File: config.mk
export PLATFORM = sky130hd
export DESIGN_NAME = apb_reg_bridge
export DESIGN_NICKNAME = d
export VERILOG_FILES = /design/src/rtl/apb_reg_bridge.sv
export SDC_FILE = /design/constraint.sdc
export NUM_CORES = 1
export LEC_CHECK = 0
export BUFFER_PORTS_ARGS = -buffer_cell sky130_fd_sc_hd__clkbuf_2
export CAP_MARGIN = 20
export CORE_MARGIN = 2
export CORE_UTILIZATION = 40
export CTS_BUF_LIST = sky130_fd_sc_hd__clkbuf_4
export DETAILED_ROUTE_END_ITERATION = 10
export GPL_ROUTABILITY_DRIVEN = 0
export MAX_ROUTING_LAYER = met4
export PLACE_DENSITY = 0.71
export SYNTH_ARGS = -nofsm -noshare
export SYNTH_HDL_FRONTEND = slang
export SYNTH_SLANG_ARGS = --single-unit
File: constraint.sdc
create_clock -name clk_i -period 1.9 [get_ports clk_i]
set_input_delay 0.38 -clock clk_i [delete_from_list [all_inputs] [get_ports clk_i]]
set_output_delay 0.38 -clock clk_i [all_outputs]
set_load 0.02 [all_outputs]
File: src/rtl/apb_reg_bridge.sv
// APB3 slave that turns each APB transfer into a single reg-bus request.
// Adds a misalignment check, a response timeout and a saturating error counter.
module apb_reg_bridge #(
    parameter int unsigned ADDR_WIDTH     = 32,
    parameter int unsigned DATA_WIDTH     = 32,
    parameter int unsigned TIMEOUT_CYCLES = 256,
    parameter logic [DATA_WIDTH-1:0] ERR_RDATA = 32'hBADC_AB1E
) (
    input  logic                    clk_i,
    input  logic                    rst_i,
    input  logic                    psel_i,
    input  logic                    penable_i,
    input  logic                    pwrite_i,
    input  logic [ADDR_WIDTH-1:0]   paddr_i,
    input  logic [DATA_WIDTH-1:0]   pwdata_i,
    output logic [DATA_WIDTH-1:0]   prdata_o,
    output logic                    pready_o,
    output logic                    pslverr_o,
    output logic [ADDR_WIDTH-1:0]   reg_addr_o,
    output logic                    reg_write_o,
    output logic [DATA_WIDTH-1:0]   reg_wdata_o,
    output logic [3:0]              reg_wstrb_o,
    output logic                    reg_valid_o,
    input  logic [DATA_WIDTH-1:0]   reg_rdata_i,
    input  logic                    reg_error_i,
    input  logic                    reg_ready_i,
    output logic [7:0]              err_count_o
);

    // Counter only has to reach TIMEOUT_CYCLES-1: the transition out of REQ happens on that cycle.
    localparam int unsigned CNT_W = (TIMEOUT_CYCLES > 1) ? $clog2(TIMEOUT_CYCLES) : 1;
    localparam logic [CNT_W-1:0] TO_LAST = CNT_W'((TIMEOUT_CYCLES > 0) ? (TIMEOUT_CYCLES - 1) : 0);

    typedef enum logic [1:0] {
        S_IDLE = 2'd0,
        S_REQ  = 2'd1,
        S_RESP = 2'd2
    } state_t;

    state_t                  r_state;
    state_t                  w_state_nxt;
    logic [ADDR_WIDTH-1:0]   r_addr;
    logic                    r_write;
    logic [DATA_WIDTH-1:0]   r_wdata;
    logic [3:0]              r_wstrb;
    logic                    r_reg_valid;
    logic                    r_pready;
    logic                    r_pslverr;
    logic [DATA_WIDTH-1:0]   r_prdata;
    logic [CNT_W-1:0]        r_tcnt;
    logic [7:0]              r_err_cnt;
    logic [DATA_WIDTH-1:0]   w_resp_data;
    logic                    w_resp_err;
    logic                    w_to_hit;

    assign w_to_hit = (TIMEOUT_CYCLES != 32'd0) && (r_tcnt == TO_LAST);

    // Next-state decode and response capture values.
    always_comb begin
        w_state_nxt = r_state;
        w_resp_data = '0;
        w_resp_err  = 1'b0;
        case (r_state)
            S_IDLE: begin
                if (psel_i) begin
                    if (paddr_i[1:0] != 2'b00) begin
                        w_state_nxt = S_RESP;
                        w_resp_data = ERR_RDATA;
                        w_resp_err  = 1'b1;
                    end else begin
                        w_state_nxt = S_REQ;
                    end
                end else begin
                    w_state_nxt = S_IDLE;
                end
            end
            S_REQ: begin
                // A ready arriving on the timeout cycle still yields a normal response.
                if (reg_ready_i) begin
                    w_state_nxt = S_RESP;
                    w_resp_err  = reg_error_i;
                    if (reg_error_i) begin
                        w_resp_data = ERR_RDATA;
                    end else if (r_write) begin
                        w_resp_data = '0;
                    end else begin
                        w_resp_data = reg_rdata_i;
                    end
                end else if (w_to_hit) begin
                    w_state_nxt = S_RESP;
                    w_resp_data = ERR_RDATA;
                    w_resp_err  = 1'b1;
                end else begin
                    w_state_nxt = S_REQ;
                end
            end
            S_RESP: begin
                if (!psel_i) begin
                    w_state_nxt = S_IDLE;
                end else if (penable_i) begin
                    w_state_nxt = S_IDLE;
                end else begin
                    w_state_nxt = S_RESP;
                end
            end
            default: begin
                w_state_nxt = S_IDLE;
            end
        endcase
    end

    // State register, request latches, registered outputs and counters.
    always_ff @(posedge clk_i) begin
        if (rst_i) begin
            r_state     <= S_IDLE;
            r_addr      <= '0;
            r_write     <= 1'b0;
            r_wdata     <= '0;
            r_wstrb     <= 4'h0;
            r_reg_valid <= 1'b0;
            r_pready    <= 1'b0;
            r_pslverr   <= 1'b0;
            r_prdata    <= '0;
            r_tcnt      <= '0;
            r_err_cnt   <= 8'h00;
        end else begin
            r_state     <= w_state_nxt;
            r_reg_valid <= (w_state_nxt == S_REQ);
            r_pready    <= (w_state_nxt == S_RESP);

            if ((r_state == S_IDLE) && psel_i) begin
                r_addr  <= paddr_i;
                r_write <= pwrite_i;
                r_wdata <= pwdata_i;
                r_wstrb <= pwrite_i ? 4'hF : 4'h0;
            end

            // Response values are captured on entry to RESP and held until it is left.
            if (w_state_nxt == S_RESP) begin
                if (r_state != S_RESP) begin
                    r_prdata  <= w_resp_data;
                    r_pslverr <= w_resp_err;
                end
            end else begin
                r_prdata  <= '0;
                r_pslverr <= 1'b0;
            end

            if ((r_state == S_REQ) && (w_state_nxt == S_REQ)) begin
                r_tcnt <= r_tcnt + CNT_W'(1);
            end else begin
                r_tcnt <= '0;
            end

            if ((r_state == S_RESP) && psel_i && penable_i && r_pslverr && (r_err_cnt != 8'hFF)) begin
                r_err_cnt <= r_err_cnt + 8'd1;
            end
        end
    end

    assign prdata_o    = r_prdata;
    assign pready_o    = r_pready;
    assign pslverr_o   = r_pslverr;
    assign reg_addr_o  = r_addr;
    assign reg_write_o = r_write;
    assign reg_wdata_o = r_wdata;
    assign reg_wstrb_o = r_wstrb;
    assign reg_valid_o = r_reg_valid;
    assign err_count_o = r_err_cnt;

endmodule

[Word level (Yosys, flattened, before mapping)]
Index checks and enable logic that the tools add are counted.
Operators by class
  add/subtract/negate cells: 2
  eq/ne operators: 7
  multiplexer cells: 20
  bitwise operators: 2
  reduce and logical (&&, ||, !) cells: 10
Operators by type and width (number)
  32-bit 2-to-1 mux: 6
  32-bit one-hot mux with 2 select lines: 1
  8-bit by 1-bit adder with 8-bit output, second input constant: 2
  2-bit 2-to-1 mux: 6
  8-bit == test, second input constant: 1
  8-bit inequality test, second input constant: 1
  1-bit logical AND: 6
  2-bit one-hot mux with 3 select lines: 1
  2-bit by 1-bit == test with 1-bit output, second input constant: 2
  2-bit == test, second input constant: 2
  1-bit 2-to-1 mux: 4
  4-bit 2-to-1 mux: 1
  2-bit OR reduction: 2
  2-bit logical NOT: 1
  2-bit inequality test, second input constant: 1
  1-bit inverter: 2
  1-bit one-hot mux with 2 select lines: 1
  2-bit nonzero test: 1
Word-level totals
  register bits: 122
  input bits: 103
  output and inout bits: 112
  word-level logic and storage cells: 52

[Depth between registers and ports, before layout]
Gate-level depths: netlist of the first run.
  depth in word-level cells: 8
  mapped depth: 7
  mapped depth without buffers: 5

[Worst setup path after synthesis of the first run]
Ideal clock, no wire load.
  path type: register -> register
  from: register r_err_cnt[0] (netlist: err_count_o[0])
  to: register r_err_cnt[4] (netlist: err_count_o[4])
  library setup time: 70 ps
  arrival: 1522 ps
  data required time: 1830 ps
  path slack: 308 ps
  cell stages (with the launch flop): 7
  path buffers: 1
  clock period less this slack: 1592 ps
  path through: dfxtp_1 > ha_1 > nand3_1 > o2111ai_4 > buf_6 > or3_1 > a21oi_1
On the way
  word-level cells in the longest chain between the ends: 2
  elaborated cells between the ends (all ways): 3
  classes of those cells: add/sub (1); eq/ne (1); reduce/logical (1)
Ends and longest elaborated chain
  from (decl): RTL line 51  | logic [7:0] r_err_cnt;
  from (signal assigned): RTL line 156  | r_err_cnt <= r_err_cnt + 8'd1;
  branches (longest 2 deep; another with 8-bit by 1-bit adder with 8-bit output)
Parallel ways; which one is timed is not known.
A chain may end at the register's enable or synchronous reset.

[Final worst setup path of the first run]
  from: register r_err_cnt[0] (netlist: err_count_o[0])
  to: register r_err_cnt[5] (netlist: err_count_o[5])
The elaborated chain is that of the path after synthesis.

==> impl_metrics.json, run 1 <==
{
  "timing.hold.ws_ns": 0.0924,
  "timing.rr.end": "err_count_o[5]",
  "yosysSeqAreaShare": 0.546,
  "slew_headroom": 0.482,
  "via_per_inst": 5.02,
  "final_net_count": 830,
  "path_clk_slew_ns": 0.11,
  "synth_top_family_by_area": "simple AND/OR/NAND/NOR gates",
  "ir_worst_vdd_mv": 0.408,
  "drive_gt1_frac": 0.351,
  "endpoint_kind": "register",
  "path_class": "reg -> reg",
  "finalWorstSetupSlack_ns": 0.159,
  "crit_arrival_ns": 2.16,
  "synth_area_sq_um": 4330,
  "wirelength_um": 12200,
  "io_buffers": 214,
  "rr_worst_depth": 5,
  "switchingPower_w": 0.00141,
  "dieArea_sq_um": 11700,
  "outcome": "finished, final reports clean",
  "antenna_found_initial": 0,
  "swShare": 0.281,
  "drtPass1Iterations": 5,
  "stdcell_count": 873,
  "cts_setup_buffers": 0,
  "dp_slack_ns": -0.166,
  "crit_fanout": 14,
  "ys.flop_type": "dfxtp_1",
  "muxShareOfSynthArea": 0.00231,
  "h-tree-depth": 4,
  "grt_pass1_wl_um": 19100,
  "holdPathEnd": "reg_addr_o[23]",
  "fmax_mhz": 574,
  "core.rowCount": 37,
  "p_seq_frac": 0.528,
  "drtIter0Drc": 319,
  "reg2reg_setup_slack_ns": 0.16,
  "gr-total-overflow": 0,
  "syn2layout_area_growth_pct": 32.6,
  "final_util": 0.551,
  "ant_nets": 0,
  "whs_path_depth": 3,
  "route.detailed.drc": 0,
  "synth-simple-area-share": 0.224,
  "vias": 4385,
  "synth_xor_area_frac": 0.0142,
  "tightest_slew_ns": 0.777,
  "multi_input_area_sq_um": 1760,
  "cp-start-kind": "register",
  "hpwl_um": 8750,
  "synth_edf_count": 0,
  "fin_skew_ns": 0.0137,
  "clkLatencyLatePin_ns": 0.49,
  "wl_per_cell_um": 14.0,
  "clk_path_buf_depth": 2,
  "synth_compound_area_frac": 0.157,
  "synth_cells": 523,
  "grt_start_max_net_pins": 76,
  "timing.final.hold_violations": 0,
  "avgSynthCellArea_sq_um": 8.28,
  "synth_cell_types": 37,
  "comb_power_share": 0.138,
  "seqCellArea_sq_um": 2360,
  "finalMaxSlewViolations": 0,
  "fp.dieW_um": 108,
  "cts_inserted_buffers": 17,
  "required_ns": 2.32,
  "layout_min_cycle_time_ns": 1.74,
  "start_util": 0.416,
  "report.final.setup_viol": 0,
  "synthAdderAreaFrac": 0.00578,
  "fillers": 999,
  "die_y_um": 108,
  "cts_tree": "yes",
  "ys_ff_latch": 118,
  "leakagePower_nw": 2.56,
  "grt_usage": 0.216,
  "rsz0062_at_grt": "no",
  "ys_warn_count": 0,
  "synth_nets": 628,
  "clock_sinks": 118,
  "diodes": 0,
  "power_density_nw_per_um2": 873,
  "p_int_w": 0.00361,
  "io_pins": 215,
  "post-route-period-util": 0.916,
  "r2r_start": "err_count_o[0]",
  "hold_start": "paddr_i[23]",
  "first_global_vias": 4155,
  "async_reset_ff_frac": 0,
  "hp-class": "in -> reg",
  "core_sq_um": 10400,
  "p_clk_frac": 0.334,
  "root_buffer": "clkbuf_4",
  "drv_cap": 0,
  "placed_cells": 842
}
power groups by stage:
stage | logic [W] | registers (W) | clock network, W
6_report | 0.000693 | 0.00265 | 0.00167
5_1_grt | 0.000761 | 0.00266 | 0.00185
3_5_place_dp | 0.000696 | 0.00270 | 0
3_3_place_gp | 0.000684 | 0.00270 | 0
2_1_floorplan | 0.000278 | 0.00283 | 0
4_1_cts | 0.000698 | 0.00265 | 0.00172
synthesized netlist by cell type (2+ instances only):
| cell type | count | area (sq um) |
|---|---|---|
| o31ai_1 | 3 | 22.5 |
| nor2_1 | 27 | 101 |
| or4_1 | 3 | 22.5 |
| nand2_1 | 154 | 578 |
| nand3_1 | 27 | 135 |
| nand2b_1 | 3 | 18.8 |
| a22oi_1 | 13 | 97.6 |
| o21ai_0 | 3 | 15.0 |
| buf_1 | 5 | 18.8 |
| a31oi_1 | 19 | 119 |
| inv_1 | 5 | 18.8 |
| buf_2 | 11 | 55.1 |
| nor3_1 | 3 | 15.0 |
| clkbuf_1 | 20 | 75.1 |
| or3_1 | 3 | 18.8 |
| dfxtp_1 | 118 | 2360 |
| nand4_1 | 3 | 18.8 |
| ha_1 | 2 | 25.0 |
| buf_4 | 6 | 45.0 |
| xor2_1 | 6 | 52.6 |
| a21oi_1 | 73 | 365 |
area by class of cell:
class	count	area share
Multi-Input combinational cell	357	0.307
Timing Repair Buffer	226	0.204
Clock buffer	19	0.0248
Inverter	5	0.00327
Sequential cell	118	0.411
Clock inverter	12	0.0196
Tap cell	136	0.0296
worst max-delay path, cell delays in order, from the launching register on:
cell	delay [ns]
dfxtp_1	0.35
ha_1	0.26
nand3_1	0.15
o2111ai_4	0.23
or4_1	0.53
a21oi_1	0.15
cells by family after synthesis:
kind of cell / after synthesis
buffers and inverters: 48
adder cells (fa/ha/maj): 2
multiplexers: 1
AO/OA/AOI/OAI: 116
AND/OR/NAND/NOR: 231
flip-flops: 118
XOR/XNOR: 7
how the worst max path moves through the flow:
| stage | from | endpoint |
|---|---|---|
| finish | err_count_o[0] | err_count_o[5] |
| global route | err_count_o[0] | err_count_o[7] |
| CTS | reg_wstrb_o[2] | reg_wstrb_o[1] |
| detailed placement | paddr_i[0] | prdata_o[23] |
| global placement | paddr_i[0] | prdata_o[29] |
| floorplan | err_count_o[0] | err_count_o[4] |
routing by layer:
layer,share of wire,global-route usage,wire (um),up-vias
li1,-,-,-,2160
met2,0.48,0.358,5840,212
met4,0.015,0.0751,179,0
met1,0.41,0.239,5020,1999
met5,0,-,0,-
met3,0.097,0.0796,1180,14
cells in the final DEF (no fill, tap or decap), types with 2 or more instances in the layout:
cell / count
clkbuf_2: 214
nand2_1: 154
dfxtp_1: 118
a21oi_1: 72
nand3_1: 27
nor2_1: 25
a31oi_1: 19
clkbuf_4: 19
a22oi_1: 13
buf_4: 11
xor2_1: 6
inv_1: 5
clkinv_1: 4
nand2b_1: 3
nand4_1: 3
nor3_1: 3
o31ai_1: 3
or4_1: 3
o21ai_0: 3
or3_1: 3
clkinv_2: 3
clkinvlp_4: 3
ha_1: 2
bufinv_16: 2
registers in the layout, indices dropped and copies added, names as in the netlist:
signal	cells
r_state	2
pready_o	1
reg_wstrb_o	1
reg_addr_o	32
err_count_o	8
pslverr_o	1
reg_valid_o	1
r_tcnt	8
reg_wdata_o	32
prdata_o	32
metrics by stage:
step | area, sq um | TNS, ns | power [W]
final | 5740 | 0 | 0.00502
after CTS | 5740 | 0 | 0.00507
after detailed placement | 5480 | -2.72 | 0.00340
after global routing | 5740 | 0 | 0.00528
after floorplan | 4330 | 0 | 0.00310
after global placement | 5480 | -1.93 | 0.00338
what timing repair did:
action / CTS / global route
hold buffers: 0 / 0
endpoints found under the setup margin: 20 / 0
resized for setup: 1 / 0
Note: power is estimated with default switching activity, not from simulation.
==> run 2: changes to the inputs <==
--- a/config.mk
+++ b/config.mk
@@ -7,6 +7,7 @@
 export LEC_CHECK = 0
 export BUFFER_PORTS_ARGS = -buffer_cell sky130_fd_sc_hd__clkbuf_2
 export CAP_MARGIN = 20
+export CORE_ASPECT_RATIO = 1.25
 export CORE_MARGIN = 2
 export CORE_UTILIZATION = 40
 export CTS_BUF_LIST = sky130_fd_sc_hd__clkbuf_4
==> run 2 against run 1 <==
Critical path depth grew 1. Count of clock-buffer cells in the layout is 1 lower. Clock skew grew 0.0018 ns. Fmax is 3.6% higher. Final cell count fell by 0.23%. Register-to-register slack improved by 0.06 ns. Core utilization down 0.065 points. Combinational power hardly changed. Cell area rose by 1.3%. Largest power group unchanged.
==> impl_metrics.json, run 2 (synthesized netlist as in run 1, its figures left out) <==
{
  "first_global_vias": 4188,
  "crit_arrival_ns": 2.11,
  "path_clk_slew_ns": 0.11,
  "io_pins": 215,
  "grt_usage": 0.204,
  "via_per_inst": 5.03,
  "fp.dieW_um": 97.1,
  "final_area_sq_um": 5820,
  "h-tree-depth": 4,
  "dieArea_sq_um": 11700,
  "cts_inserted_buffers": 17,
  "core.rowCount": 42,
  "required_ns": 2.33,
  "report.final.setup_viol": 0,
  "final_net_count": 832,
  "post-route-period-util": 0.885,
  "vias": 4385,
  "timing.hold.ws_ns": 0.0859,
  "clk_path_buf_depth": 2,
  "diodes": 0,
  "ant_nets": 0,
  "critPathSlowestCell": "dfxtp_1",
  "hpwl_um": 8160,
  "mostFrequentLayoutCell": "clkbuf_2",
  "wl_per_cell_um": 13.1,
  "timing.final.hold_violations": 0,
  "cts_resized": 0,
  "postCtsHoldBufs": 0,
  "route.detailed.drc": 0,
  "clkLatencyLatePin_ns": 0.51,
  "grt_pass1_wl_um": 19000,
  "antenna_found_initial": 0,
  "fmax_mhz": 595,
  "layout_common_cells": "clkbuf_2, nand2_1, dfxtp_1",
  "rsz0062_at_grt": "no",
  "power_density_nw_per_um2": 915,
  "drtIter0Drc": 176,
  "layout_min_cycle_time_ns": 1.68,
  "start_util": 0.410,
  "tns_ns": 0,
  "cpPeakStageDelay_ns": 0.36,
  "path_cells": "ha_1, nand3_1, o2111ai_4, buf_4, or3_1, a21oi_1",
  "crit_fanout": 8,
  "hp-class": "in -> reg",
  "outcome": "finished, final reports clean",
  "wirelength_um": 11400,
  "slew_headroom": 0.480,
  "syn2layout_area_growth_pct": 34.3,
  "endpoint_kind": "register",
  "path_class": "reg -> reg",
  "leakagePower_nw": 2.59,
  "cts_setup_buffers": 0,
  "drive_gt1_frac": 0.356,
  "clock_sinks": 118,
  "grt_start_max_net_pins": 76,
  "die_y_um": 120,
  "gr-total-overflow": 0,
  "cp-start-kind": "register",
  "fin_skew_ns": 0.0155,
  "cts_tree": "yes",
  "io_buffers": 214,
  "placed_cell_area_sq_um": 5500,
  "drv_cap": 0,
  "stdcell_count": 871,
  "ir_worst_vdd_mv": 0.426,
  "placed_cells": 840,
  "root_buffer": "clkbuf_4",
  "finalMaxSlewViolations": 0,
  "core_sq_um": 10600,
  "tightest_slew_ns": 0.780,
  "drtPass1Iterations": 5
}
==> run 2: critical path: cells and delay by family, from the launching register on <==
family | cells | cell delay, ns
flip-flops | 1 | 0.36
adder cells (fa/ha/maj) | 1 | 0.26
buffers and inverters | 1 | 0.21
AO/OA/AOI/OAI | 2 | 0.30
AND/OR/NAND/NOR | 2 | 0.48
==> run 2: worst paths after layout <==
path	from	to	slack [ns]	cells after the start
min reg2reg	reg_addr_o[2]	reg_addr_o[2]	0.46	2
max	err_count_o[0]	err_count_o[3]	0.22	6
max reg2reg	err_count_o[0]	err_count_o[3]	0.22	6
min	pwdata_i[13]	reg_wdata_o[13]	0.09	3
==> run 2: layout make-up <==
cell class	instances	area [sq um]
multi-input cells	357	1760
flip-flops and latches	118	2360
fillers	1009	4750
clock buffers	18	135
repair buffers	228	1190
inverters	5	18.8
clock inverters	13	183
well taps	132	165
==> run 2: metrics by stage <==
step / total power (W) / util / setup WS (ns)
after floorplan: 0.00310 / - / 0.308
after global placement: 0.00338 / 0.519 / -0.106
after detailed placement: 0.00340 / 0.520 / 0.168
after CTS: 0.00538 / 0.551 / 0.197
after global routing: 0.00559 / 0.551 / 0.0503
final: 0.00532 / 0.551 / 0.219
==> run 2: metal layers <==
layer | track usage | share of wire
met1 | 0.228 | 0.42
met2 | 0.344 | 0.49
met3 | 0.0630 | 0.079
met4 | 0.0766 | 0.019
met5 | - | 0
==> run 2: where the power goes <==
part	switching (W)	internal, W
combinational	0.000444	0.000251
sequential	0.0000589	0.00258
clock	0.000940	0.00104
==> run 3: changes to the inputs <==
--- a/config.mk
+++ b/config.mk
@@ -14,7 +14,7 @@
 export DETAILED_ROUTE_END_ITERATION = 10
 export GPL_ROUTABILITY_DRIVEN = 0
 export MAX_ROUTING_LAYER = met4
-export PLACE_DENSITY = 0.71
+export PLACE_DENSITY = 0.74
 export SYNTH_ARGS = -nofsm -noshare
 export SYNTH_HDL_FRONTEND = slang
 export SYNTH_SLANG_ARGS = --single-unit
==> constraint.sdc (replaced) <==
create_clock -name clk_i -period 1.4 [get_ports clk_i]
set_input_delay 0.28 -clock clk_i [delete_from_list [all_inputs] [get_ports clk_i]]
set_output_delay 0.28 -clock clk_i [all_outputs]
set_load 0.02 [all_outputs]
==> run 3 against run 2 <==
The run now ends with negative setup slack left. Final cell count is 17% higher. Clock power is 47% higher. Worst setup slack worse by 0.37 ns. Core utilization is 19 points higher. Largest cell class is now buffers. Highest routed layer unchanged.
==> impl_metrics.json, run 3 (synthesized netlist as in run 1, its figures left out) <==
{
  "outcome": "finished, violations left",
  "violations": "negative setup slack",
  "clock_sinks": 118,
  "placed_cell_area_sq_um": 5780,
  "ir_worst_vdd_mv": 0.721,
  "route.detailed.drc": 0,
  "crit_arrival_ns": 1.98,
  "vias": 5294,
  "stdcell_count": 1018,
  "holdPathEnd": "prdata_o[15]",
  "dp_slack_ns": -0.185,
  "mostFrequentLayoutCell": "clkbuf_2",
  "crit_buf_inv": 1,
  "power_w": 0.00802,
  "path_class": "reg -> reg",
  "cts_inserted_buffers": 17,
  "fmax_mhz": 645,
  "io_pins": 215,
  "cp-start-kind": "register",
  "h-tree-depth": 4,
  "grt_pass1_wl_um": 23700,
  "leakagePower_nw": 3.43,
  "fin_skew_ns": 0.0164,
  "syn2layout_area_growth_pct": 81.9,
  "root_buffer": "clkbuf_4",
  "slew_headroom": 0.769,
  "core.rowCount": 42,
  "finalMaxSlewViolations": 0,
  "timing.hold.ws_ns": 0.0589,
  "clk_path_buf_depth": 2,
  "dieArea_sq_um": 11700,
  "drive_gt1_frac": 0.411,
  "report.final.setup_viol": 49,
  "hpwl_um": 9000,
  "rr_worst_depth": 5,
  "whs_path_depth": 3,
  "via_per_inst": 5.20,
  "placed_cells": 865,
  "wl_per_cell_um": 17.1,
  "grt_start_max_net_pins": 76,
  "path_clk_slew_ns": 0.12,
  "timing.rr.end": "err_count_o[3]",
  "ant_nets": 0,
  "gr-total-overflow": 0,
  "post-route-period-util": 1.11,
  "grt_usage": 0.255,
  "drtIter0Drc": 225,
  "critPathSlowestCell": "dfxtp_4",
  "crit_fanout": 8,
  "required_ns": 1.83,
  "power_density_nw_per_um2": 1020,
  "final_net_count": 978,
  "fp.dieW_um": 97.1,
  "path_cells": "and2b_2, o2111ai_4, buf_4, or3_1, a21oi_1",
  "io_buffers": 214,
  "reg2reg_setup_slack_ns": -0.15,
  "drv_cap": 0,
  "cpPeakStageDelay_ns": 0.38,
  "hold_start": "reg_rdata_i[15]",
  "endpoint_kind": "register",
  "layout_min_cycle_time_ns": 1.55,
  "clkLatencyLatePin_ns": 0.51,
  "drtPass1Iterations": 5,
  "crit_family": "simple AND/OR/NAND/NOR gates",
  "die_y_um": 120,
  "core_sq_um": 10600,
  "rsz0062_at_grt": "yes",
  "layout_common_cells": "clkbuf_2, nand2_1, dfxtp_1",
  "cts_tree": "yes",
  "antenna_found_initial": 0,
  "start_util": 0.410,
  "final_area_sq_um": 7870,
  "finalWorstSetupSlack_ns": -0.150,
  "diodes": 0,
  "timing.final.hold_violations": 0,
  "r2r_start": "r_state[0]",
  "first_global_vias": 5111,
  "tightest_slew_ns": 0.343,
  "wirelength_um": 17400,
  "hp-class": "in -> reg"
}
[run 3: final cells by class]
type                    count  area [sq um]
well taps                 132           165
clock buffers              18           135
inverters                   5          18.8
flip-flops and latches    118          2390
clock inverters            14           208
repair buffers            374          2920
fillers                   649          2690
multi-input cells         357          2040
[run 3: how the worst max path moves through the flow]
stage / cells past startpoint / from / end
detailed placement: 6 / r_state[0] / prdata_o[3]
CTS: 6 / r_state[0] / prdata_o[3]
global route: 5 / r_state[0] / err_count_o[5]
finish: 5 / r_state[0] / err_count_o[3]
floorplan: 6 / r_state[1] / reg_wstrb_o[2]
global placement: 6 / psel_i / prdata_o[1]
[run 3: worst min-delay path, cell delays in order]
cell	delay, ns
clkbuf_2	0.08
nand3_1	0.09
a31oi_1	0.08
[run 3: per-layer routing]
metal  global-route usage  part of all wire  routed length, um  vias up
met1                0.265              0.36               6280     2448
met5                    -                 0                  0        -
li1                     -                 -                  -     2464
met3               0.0630             0.072               1260       74
met2                0.457              0.51               8980      308
met4                0.116             0.053                925        0
[run 3: power by group]
group / internal, W / leakage (nW) / switching, W
logic: 0.000706 / 2.29 / 0.000801
registers: 0.00350 / 0.971 / 0.0000937
clock network: 0.00160 / 0.171 / 0.00131
total: 0.00581 / 3.43 / 0.00221
[run 3: per-stage QoR]
| step | util | setup TNS, ns |
|---|---|---|
| finish | 0.745 | -4.00 |
| global route | 0.745 | -9.43 |
| CTS | 0.693 | -1.24 |
| detailed placement | 0.547 | -8.33 |
| global placement | 0.547 | -2.38 |
| floorplan | - | -3.03 |
[run 3: what timing repair did]
item	CTS	global route
hold buffers	92	0
buffers inserted	12	6
pin swaps	5	7
resized for setup	47	61
setup endpoints to repair	109	99
hold endpoints to repair	92	0
cloned	0	11
